<file path="src/rtl/hazard3_regfile_wport_seq.sv">
// Write-port sequencer for a non-reset (BRAM-style) 1W2R register file.
// After reset, or when init_req is seen, it sweeps addresses 0..N_REGS-1 and
// writes INIT_VALUE to each one. Otherwise it forwards core writebacks to the
// regfile write port through one register stage.
//
// Ports:
//   clk          clock
//   rst          synchronous reset, active high
//   init_req     request a full clear (pulse or level)
//   core_waddr   core writeback address
//   core_wdata   core writeback data
//   core_wen     core writeback valid, held until accepted
//   core_wready  core write accepted when core_wen && core_wready (== idle)
//   rf_waddr     regfile write address (registered)
//   rf_wdata     regfile write data (registered)
//   rf_wen       regfile write enable (registered)
//   init_busy    clear sweep in progress
//   init_done    one-cycle pulse alongside the final clear write on rf_*
module hazard3_regfile_wport_seq #(
  parameter int unsigned        N_REGS     = 16,
  parameter int unsigned        W_DATA     = 32,
  parameter int unsigned        W_ADDR     = 5,
  parameter logic [W_DATA-1:0]  INIT_VALUE = '0,
  parameter int unsigned        DROP_X0    = 1
) (
  input  logic              clk,
  input  logic              rst,
  input  logic              init_req,
  input  logic [W_ADDR-1:0] core_waddr,
  input  logic [W_DATA-1:0] core_wdata,
  input  logic              core_wen,
  output logic              core_wready,
  output logic [W_ADDR-1:0] rf_waddr,
  output logic [W_DATA-1:0] rf_wdata,
  output logic              rf_wen,
  output logic              init_busy,
  output logic              init_done
);

  typedef enum logic {
    S_CLEAR,
    S_IDLE
  } state_t;

  // One bit wider than the address so N_REGS == 2**W_ADDR cannot wrap.
  localparam logic [W_ADDR:0] CNT_LAST = (W_ADDR + 1)'(N_REGS - 1);

  state_t            state;
  logic [W_ADDR:0]   cnt;
  logic              core_to_x0;

  assign core_to_x0  = (DROP_X0 != 0) && (core_waddr == '0);
  assign core_wready = (state == S_IDLE);
  assign init_busy   = (state == S_CLEAR);

  always_ff @(posedge clk) begin
    if (rst) begin
      state     <= S_CLEAR;
      cnt       <= '0;
      rf_wen    <= 1'b0;
      rf_waddr  <= '0;
      rf_wdata  <= '0;
      init_done <= 1'b0;
    end else begin
      case (state)
        S_CLEAR: begin
          rf_wen   <= 1'b1;
          rf_waddr <= cnt[W_ADDR-1:0];
          rf_wdata <= INIT_VALUE;
          // A restart request takes priority over finishing the sweep, so
          // init_done only fires at the end of an uninterrupted pass.
          if (init_req) begin
            cnt       <= '0;
            init_done <= 1'b0;
          end else if (cnt == CNT_LAST) begin
            cnt       <= cnt + 1'b1;
            state     <= S_IDLE;
            init_done <= 1'b1;
          end else begin
            cnt       <= cnt + 1'b1;
            init_done <= 1'b0;
          end
        end
        S_IDLE: begin
          rf_wen    <= core_wen && !core_to_x0;
          init_done <= 1'b0;
          if (core_wen) begin
            rf_waddr <= core_waddr;
            rf_wdata <= core_wdata;
          end
          // A core write in the same cycle is still issued; the sweep then
          // overwrites it.
          if (init_req) begin
            state <= S_CLEAR;
            cnt   <= '0;
          end
        end
        default: begin
          state <= S_CLEAR;
          cnt   <= '0;
        end
      endcase
    end
  end

endmodule

</file>
<file path="config.mk">
export PLATFORM = sky130hd
export DESIGN_NAME = hazard3_regfile_wport_seq
export DESIGN_NICKNAME = d
export VERILOG_FILES = /design/src/rtl/hazard3_regfile_wport_seq.sv
export SDC_FILE = /design/constraint.sdc
export NUM_CORES = 1
export LEC_CHECK = 0
export CORE_ASPECT_RATIO = 1.4
export CORE_UTILIZATION = 40
export DETAILED_ROUTE_END_ITERATION = 8
export GPL_TIMING_DRIVEN = 0
export PLACE_DENSITY = 0.77
export SYNTH_ARGS = -nofsm -noshare
export SYNTH_HDL_FRONTEND = slang
export SYNTH_SLANG_ARGS = --single-unit
export TNS_END_PERCENT = 10
</file>
<file path="constraint.sdc">
create_clock -name clk -period 2 [get_ports clk]
set_clock_uncertainty 0.2 [all_clocks]
set_input_delay 0.4 -clock clk [delete_from_list [all_inputs] [get_ports clk]]
set_output_delay 0.4 -clock clk [all_outputs]
set_load 0.1 [all_outputs]
</file>
==> results of run 1 <==
[cell type report]
class	instances	area (um2)
Timing Repair Buffer	79	829.5
Clock inverter	1	5.005
Buffer	11	63.81
Tap cell	43	53.80
Multi-Input combinational cell	105	732.0
Inverter	2	11.26
Clock buffer	7	86.33
Fill cell	333	1314
Sequential cell	46	924.6
[cell families (layout without fill, tap and decap cells)]
| logic type | Yosys count | after routing | share of synthesized area |
|---|---|---|---|
| and+or+nand+nor | 53 | 53 | 0.1386 |
| DFF | 46 | 46 | 0.5341 |
| muxes | 38 | 38 | 0.2206 |
| buffers and inverters | 13 | 100 | 0.04137 |
| AOI/OAI and AO/OA | 9 | 9 | 0.03773 |
| xor gates and xnor gates | 4 | 4 | 0.02032 |
| adders and majority gates | 1 | 1 | 0.007256 |
[placed cells by master, fill, tap and decap left out, types with 2 or more instances in the layout]
cell type,count
dfxtp_1,45
nor2_1,44
clkdlybuf4s15_2,39
mux2i_1,38
clkdlybuf4s50_1,38
buf_2,7
clkbuf_8,6
a211oi_1,5
clkbuf_1,3
xor2_1,3
buf_4,2
or3_1,2
[worst max-delay path: stages (launching register included)]
cell and delay, ps:
dfxtp_4 350, buf_6 140, clkinvlp_4 90, buf_2 430
[where the power goes]
part,internal [mW],switching [mW],total [mW]
Sequential,0.918,0.00440,0.922
Combinational,0.105,0.0664,0.171
Clock,0.279,0.285,0.563
[layer usage]
metal,track usage,share of wire
met3,0.04052,0.059
met2,0.2988,0.50
met1,0.1845,0.42
met5,0,0
met4,0.08780,0.021
[what timing repair did]
action	in CTS	in global routing
setup buffers	0	0
gates cloned	0	0
endpoints found under the setup margin	41	1
resized for setup	124	1
endpoints found under the hold margin	0	0
[worst min-delay path by stage]
stage / start / to / slack [ps]
floorplan: cnt[5]$_SDFFE_PP0P_ / cnt[5]$_SDFFE_PP0P_ / 250
global placement: cnt[5]$_SDFFE_PP0P_ / cnt[5]$_SDFFE_PP0P_ / 270
detailed placement: cnt[5]$_SDFFE_PP0P_ / cnt[5]$_SDFFE_PP0P_ / 280
CTS: cnt[5]$_SDFFE_PP0P_ / cnt[5]$_SDFFE_PP0P_ / 290
global route: cnt[5]$_SDFFE_PP0P_ / cnt[5]$_SDFFE_PP0P_ / 310
finish: cnt[5]$_SDFFE_PP0P_ / cnt[5]$_SDFFE_PP0P_ / 280
[metrics by stage]
step	hold slack, ps	std cells	TNS [ps]	util	total power [mW]
after floorplan	253.8	164	0	-	1.027
after global placement	268.8	286	-1792	0.6408	1.116
after detailed placement	275.2	286	-1971	0.6408	1.117
after CTS	287.0	294	-67.67	0.6744	1.682
after global routing	307.2	294	0	0.6732	1.736
final	283.6	294	0	0.6732	1.657
[flip-flops by register name (all words and copies together) (netlist names)]
name / flops
rf_wen: 1
init_done: 1
core_wready: 1
rf_waddr: 5
cnt: 6
rf_wdata: 32
==> results.sh, run 1 <==
export IMPL_criticalPathCategory="reg -> out"
export IMPL_synth_most_common_cell="dfxtp_1"
export IMPL_power_density_nw_per_um2=612.2
export IMPL_cts_buffers_inserted=5
export IMPL_crit_path_end="init_busy"
export IMPL_synth_top_area_frac=0.5341
export IMPL_reg2regPathDepth=4
export IMPL_ys_warn_count=0
export IMPL_die_area_um2=4580
export IMPL_holdCritPathClass="reg -> reg"
export IMPL_cts_sinks=46
export IMPL_final_area_um2=2706
export IMPL_cap_viol_max_count=0
export IMPL_ys_ff_latch=46
export IMPL_initial_core_util=0.4289
export IMPL_cts_htree_levels=2
export IMPL_portBuffers=79
export IMPL_cts_tree="done"
export IMPL_vdd_drop_max_mv=0.5246
export IMPL_fmax_ghz=0.5274
export IMPL_synth_edf_count=0
export IMPL_grt_first_pass_wirelength_um=5865
export IMPL_wire_per_inst_um=12.61
export IMPL_core_um2=4020
export IMPL_die_h_um=79.68
export IMPL_netlist_top_cells_count="dfxtp_1 (46), nor2_1 (44), mux2i_1 (38)"
export IMPL_ios=82
export IMPL_timing_final_crit_period_ps=1896
export IMPL_critPathMaxFanout=9
export IMPL_worstMarginPinSlew_ps=561.3
export IMPL_grt_use_total=0.1694
export IMPL_yosysSeqAreaShare=0.5341
export IMPL_violations="DRC"
export IMPL_ctsHoldBuffers=0
export IMPL_gr_total_overflow=0
export IMPL_placed_area_um2=2576
export IMPL_r2r_start="cnt[0]$_SDFFE_PP0P_"
export IMPL_die_width_um=57.49
export IMPL_period_share=0.9480
export IMPL_cts_root_buf="clkbuf_8"
export IMPL_ys_types=24
export IMPL_required_ps=1400
export IMPL_relSlewSlack=0.6276
export IMPL_leakage_nw=1.087
export IMPL_avgViaCountPerCell=4.745
export IMPL_async_flop_share=0
export IMPL_antenna_found_initial=0
export IMPL_hold_violations=0
export IMPL_holdPathStages=2
export IMPL_drt_iter0_markers=51
export IMPL_clk_pin_slew_worst_paths_ps=80
export IMPL_first_global_vias=1282
export IMPL_nNetsFinal=292
export IMPL_rows=27
export IMPL_synth_top_cell_by_area="dfxtp_1"
export IMPL_pre_cts_ws_ps=-287.5
export IMPL_synth_cells=164
export IMPL_startpoint="core_wready$_SDFF_PP0_"
export IMPL_rsz0062_at_grt="no"
export IMPL_end_kind="primary output"
export IMPL_startpoint_type="flip-flop"
export IMPL_layout_drive_gt1_share=0.2470
export IMPL_synthesis_area_um2=1724
export IMPL_status="finished with violations"
export IMPL_clk_latency_ps=290
export IMPL_vias=1395
export IMPL_cts_buffer_depth=2
export IMPL_post_dp_hpwl_um=2742
export IMPL_reg2reg_to="core_wready$_SDFF_PP0_"
export IMPL_globalplace_congestion=0.7179
export IMPL_arrival_ps=1300
export IMPL_ff2ff_setup_slack_ps=420
export IMPL_slew_viol_final=0
export IMPL_synth_area_leaders="dfxtp_1 (53%), mux2i_1 (22%), nor2_1 (9.6%)"
export IMPL_drc=8
export IMPL_syn_avg_cell_area_um2=10.51
export IMPL_wirelength_um=3706
export IMPL_grt_start_max_net_pins=14
export IMPL_setup_slack_ps=104.0
export IMPL_syn2layout_area_growth_pct=56.97
export IMPL_diodes=0
export IMPL_drt_pass1_iterations=6
export IMPL_drt_antenna_violating_nets=0
export IMPL_synthFlopType="dfxtp_1"
export IMPL_final_setup_viol_count=0
export IMPL_synth_nets=206
Note: power is estimated with default switching activity, not from simulation.
==> run 2, diff against run 1 <==
--- a/config.mk
+++ b/config.mk
@@ -5,11 +5,11 @@
 export SDC_FILE = /design/constraint.sdc
 export NUM_CORES = 1
 export LEC_CHECK = 0
-export CORE_ASPECT_RATIO = 1.4
+export ABC_AREA = 1
 export CORE_UTILIZATION = 40
 export DETAILED_ROUTE_END_ITERATION = 8
 export GPL_TIMING_DRIVEN = 0
-export PLACE_DENSITY = 0.77
+export PLACE_DENSITY = 0.76
 export SYNTH_ARGS = -nofsm -noshare
 export SYNTH_HDL_FRONTEND = slang
 export SYNTH_SLANG_ARGS = --single-unit
==> results.sh, run 2 <==
export IMPL_grt_start_max_net_pins=14
export IMPL_synth_area_leaders="dfxtp_1 (52%), nand2_1 (18%), nand3_1 (7.4%)"
export IMPL_critPathMaxFanout=10
export IMPL_status="finished, final reports clean"
export IMPL_timing_final_crit_period_ps=1938
export IMPL_cts_htree_levels=2
export IMPL_reg_top3="rf_wdata x32, cnt x6, rf_waddr x5"
export IMPL_die_area_um2=4683
export IMPL_async_flop_share=0
export IMPL_synth_top_area_frac=0.5216
export IMPL_drc=0
export IMPL_ys_ff_latch=46
export IMPL_synth_most_common_cell="nand2_1"
export IMPL_syn2layout_area_growth_pct=56.34
export IMPL_synth_top_cell_by_area="dfxtp_1"
export IMPL_cts_sinks=46
export IMPL_avgViaCountPerCell=4.748
export IMPL_antenna_found_initial=0
export IMPL_hold_violations=0
export IMPL_reg2regPathDepth=5
export IMPL_cts_root_buf="clkbuf_8"
export IMPL_diodes=0
export IMPL_globalplace_congestion=0.7752
export IMPL_synth_nets=277
export IMPL_cp_slowest_cell="buf_2"
export IMPL_cts_tree="done"
export IMPL_die_h_um=68.44
export IMPL_initial_core_util=0.4290
export IMPL_required_ps=1400
export IMPL_post_dp_hpwl_um=3133
export IMPL_synthFlopType="dfxtp_1"
export IMPL_power_density_nw_per_um2=593.8
export IMPL_cap_viol_max_count=0
export IMPL_criticalPathCategory="reg -> out"
export IMPL_path_cells="inv_2, buf_6, buf_2"
export IMPL_vias=1771
export IMPL_grt_first_pass_wirelength_um=6527
export IMPL_wirelength_um=4385
export IMPL_registers_top_by_ff_count="rf_wdata"
export IMPL_relSlewSlack=0.6291
export IMPL_startpoint_type="flip-flop"
export IMPL_finalPower_mw=1.639
export IMPL_clk_latency_ps=300
export IMPL_rows=23
export IMPL_leakage_nw=1.117
export IMPL_setup_slack_ps=62.45
export IMPL_nNetsFinal=364
export IMPL_synth_cells=235
export IMPL_pre_cts_ws_ps=-307.1
export IMPL_syn_avg_cell_area_um2=7.513
export IMPL_ios=82
export IMPL_ctsHoldBuffers=0
export IMPL_worstMarginPinSlew_ps=558.9
export IMPL_placed_cells_incl_taps=365
export IMPL_synthesis_area_um2=1765
export IMPL_fmax_ghz=0.5161
export IMPL_period_share=0.9688
export IMPL_final_common_cell="nand2_1"
export IMPL_largest_reg_flops=32
export IMPL_final_cell_mix="nand2_1 (83), dfxtp_1 (45), clkdlybuf4s50_1 (39), clkdlybuf4s15_2 (39), nand3_1 (26)"
export IMPL_cts_setup_buffers=0
export IMPL_synth_edf_count=0
export IMPL_first_global_vias=1535
export IMPL_final_setup_viol_count=0
export IMPL_yosysSeqAreaShare=0.5216
export IMPL_fin_cells=373
export IMPL_fin_util=0.6707
export IMPL_drt_antenna_violating_nets=0
export IMPL_rsz0062_at_grt="no"
export IMPL_holdCritPathClass="in -> reg"
export IMPL_layout_drive_gt1_share=0.1920
export IMPL_holdPathStages=2
export IMPL_ys_warn_count=0
export IMPL_gr_total_overflow=0
export IMPL_netlist_top_cells_count="nand2_1 (83), dfxtp_1 (46), nand3_1 (26)"
export IMPL_drt_pass1_iterations=4
export IMPL_grt_use_total=0.1902
export IMPL_cts_buffer_depth=2
export IMPL_wire_per_inst_um=11.76
export IMPL_clk_pin_slew_worst_paths_ps=80
export IMPL_end_kind="primary output"
export IMPL_cts_buffers_inserted=5
export IMPL_cp_slowest_stage_delay_ps=430
export IMPL_arrival_ps=1340
export IMPL_die_width_um=68.44
export IMPL_slew_viol_final=0
export IMPL_drt_iter0_markers=74
export IMPL_portBuffers=80
export IMPL_ys_types=19
export IMPL_vdd_drop_max_mv=0.3773
export IMPL_core_um2=4115
-- run 2: worst paths after layout --
| check | startpoint | to | slack [ps] |
|---|---|---|---|
| setup / recovery | core_wready$_SDFF_PP0_ | init_busy | 60 |
| hold reg to reg | rf_wdata[8]$_SDFFE_PP0P_ | rf_wdata[8]$_SDFFE_PP0P_ | 260 |
| setup reg to reg | core_wready$_SDFF_PP0_ | rf_wdata[29]$_SDFFE_PP0P_ | 630 |
| hold / removal | rst | rf_wdata[20]$_SDFFE_PP0P_ | 160 |
-- run 2: layout make-up --
type	count	area, um2
Buffer	12	82.58
Clock buffer	7	86.33
Clock inverter	1	5.005
Fill cell	344	1355
Inverter	18	67.56
Multi-Input combinational cell	159	694.4
Sequential cell	46	922.1
Tap cell	50	62.56
Timing Repair Buffer	80	839.6
-- run 2: metrics by stage --
step | TNS (ps) | instance area, um2 | hold WS [ps]
floorplan | 0 | 1767 | 263.1
global placement | -2036 | 2630 | 245.0
detailed placement | -2065 | 2630 | 250.1
CTS | -91.52 | 2765 | 152.4
global route | 0 | 2760 | 187.2
finish | 0 | 2760 | 163.1
-- run 2: critical path, delay by kind of cell, from the launching register on --
family	cells	cell delay, ps
buf+inv	3	670
flops	1	370
-- run 2: metal layers --
metal | global-route usage | wire length (um)
met1 | 0.2130 | 1909
met5 | 0 | 0
met4 | 0.08854 | 64
met3 | 0.06500 | 398
met2 | 0.3211 | 2012
-- run 2: cell families after synthesis --
kind of cell               after synthesis  synth area share
DFF                                     46            0.5216
AOI/OAI and AO/OA                       27           0.07726
and+or+nand+nor                        131            0.3090
buffers and inverters                   30           0.08504
adders and majority gates                1          0.007086
-- run 2: repair_timing --
item                                    4_1_cts  5_1_grt
gates resized for setup                     124        1
endpoints found under the setup margin       41        1
endpoints found under the hold margin         0        0
pin swaps                                     0        0
-- run 2: power breakdown --
group          switching [mW]  total [mW]  internal (mW)
combinational          0.0565       0.134         0.0770
sequential            0.00280       0.922          0.919
clock                   0.305       0.584          0.279
total                   0.364        1.64           1.28
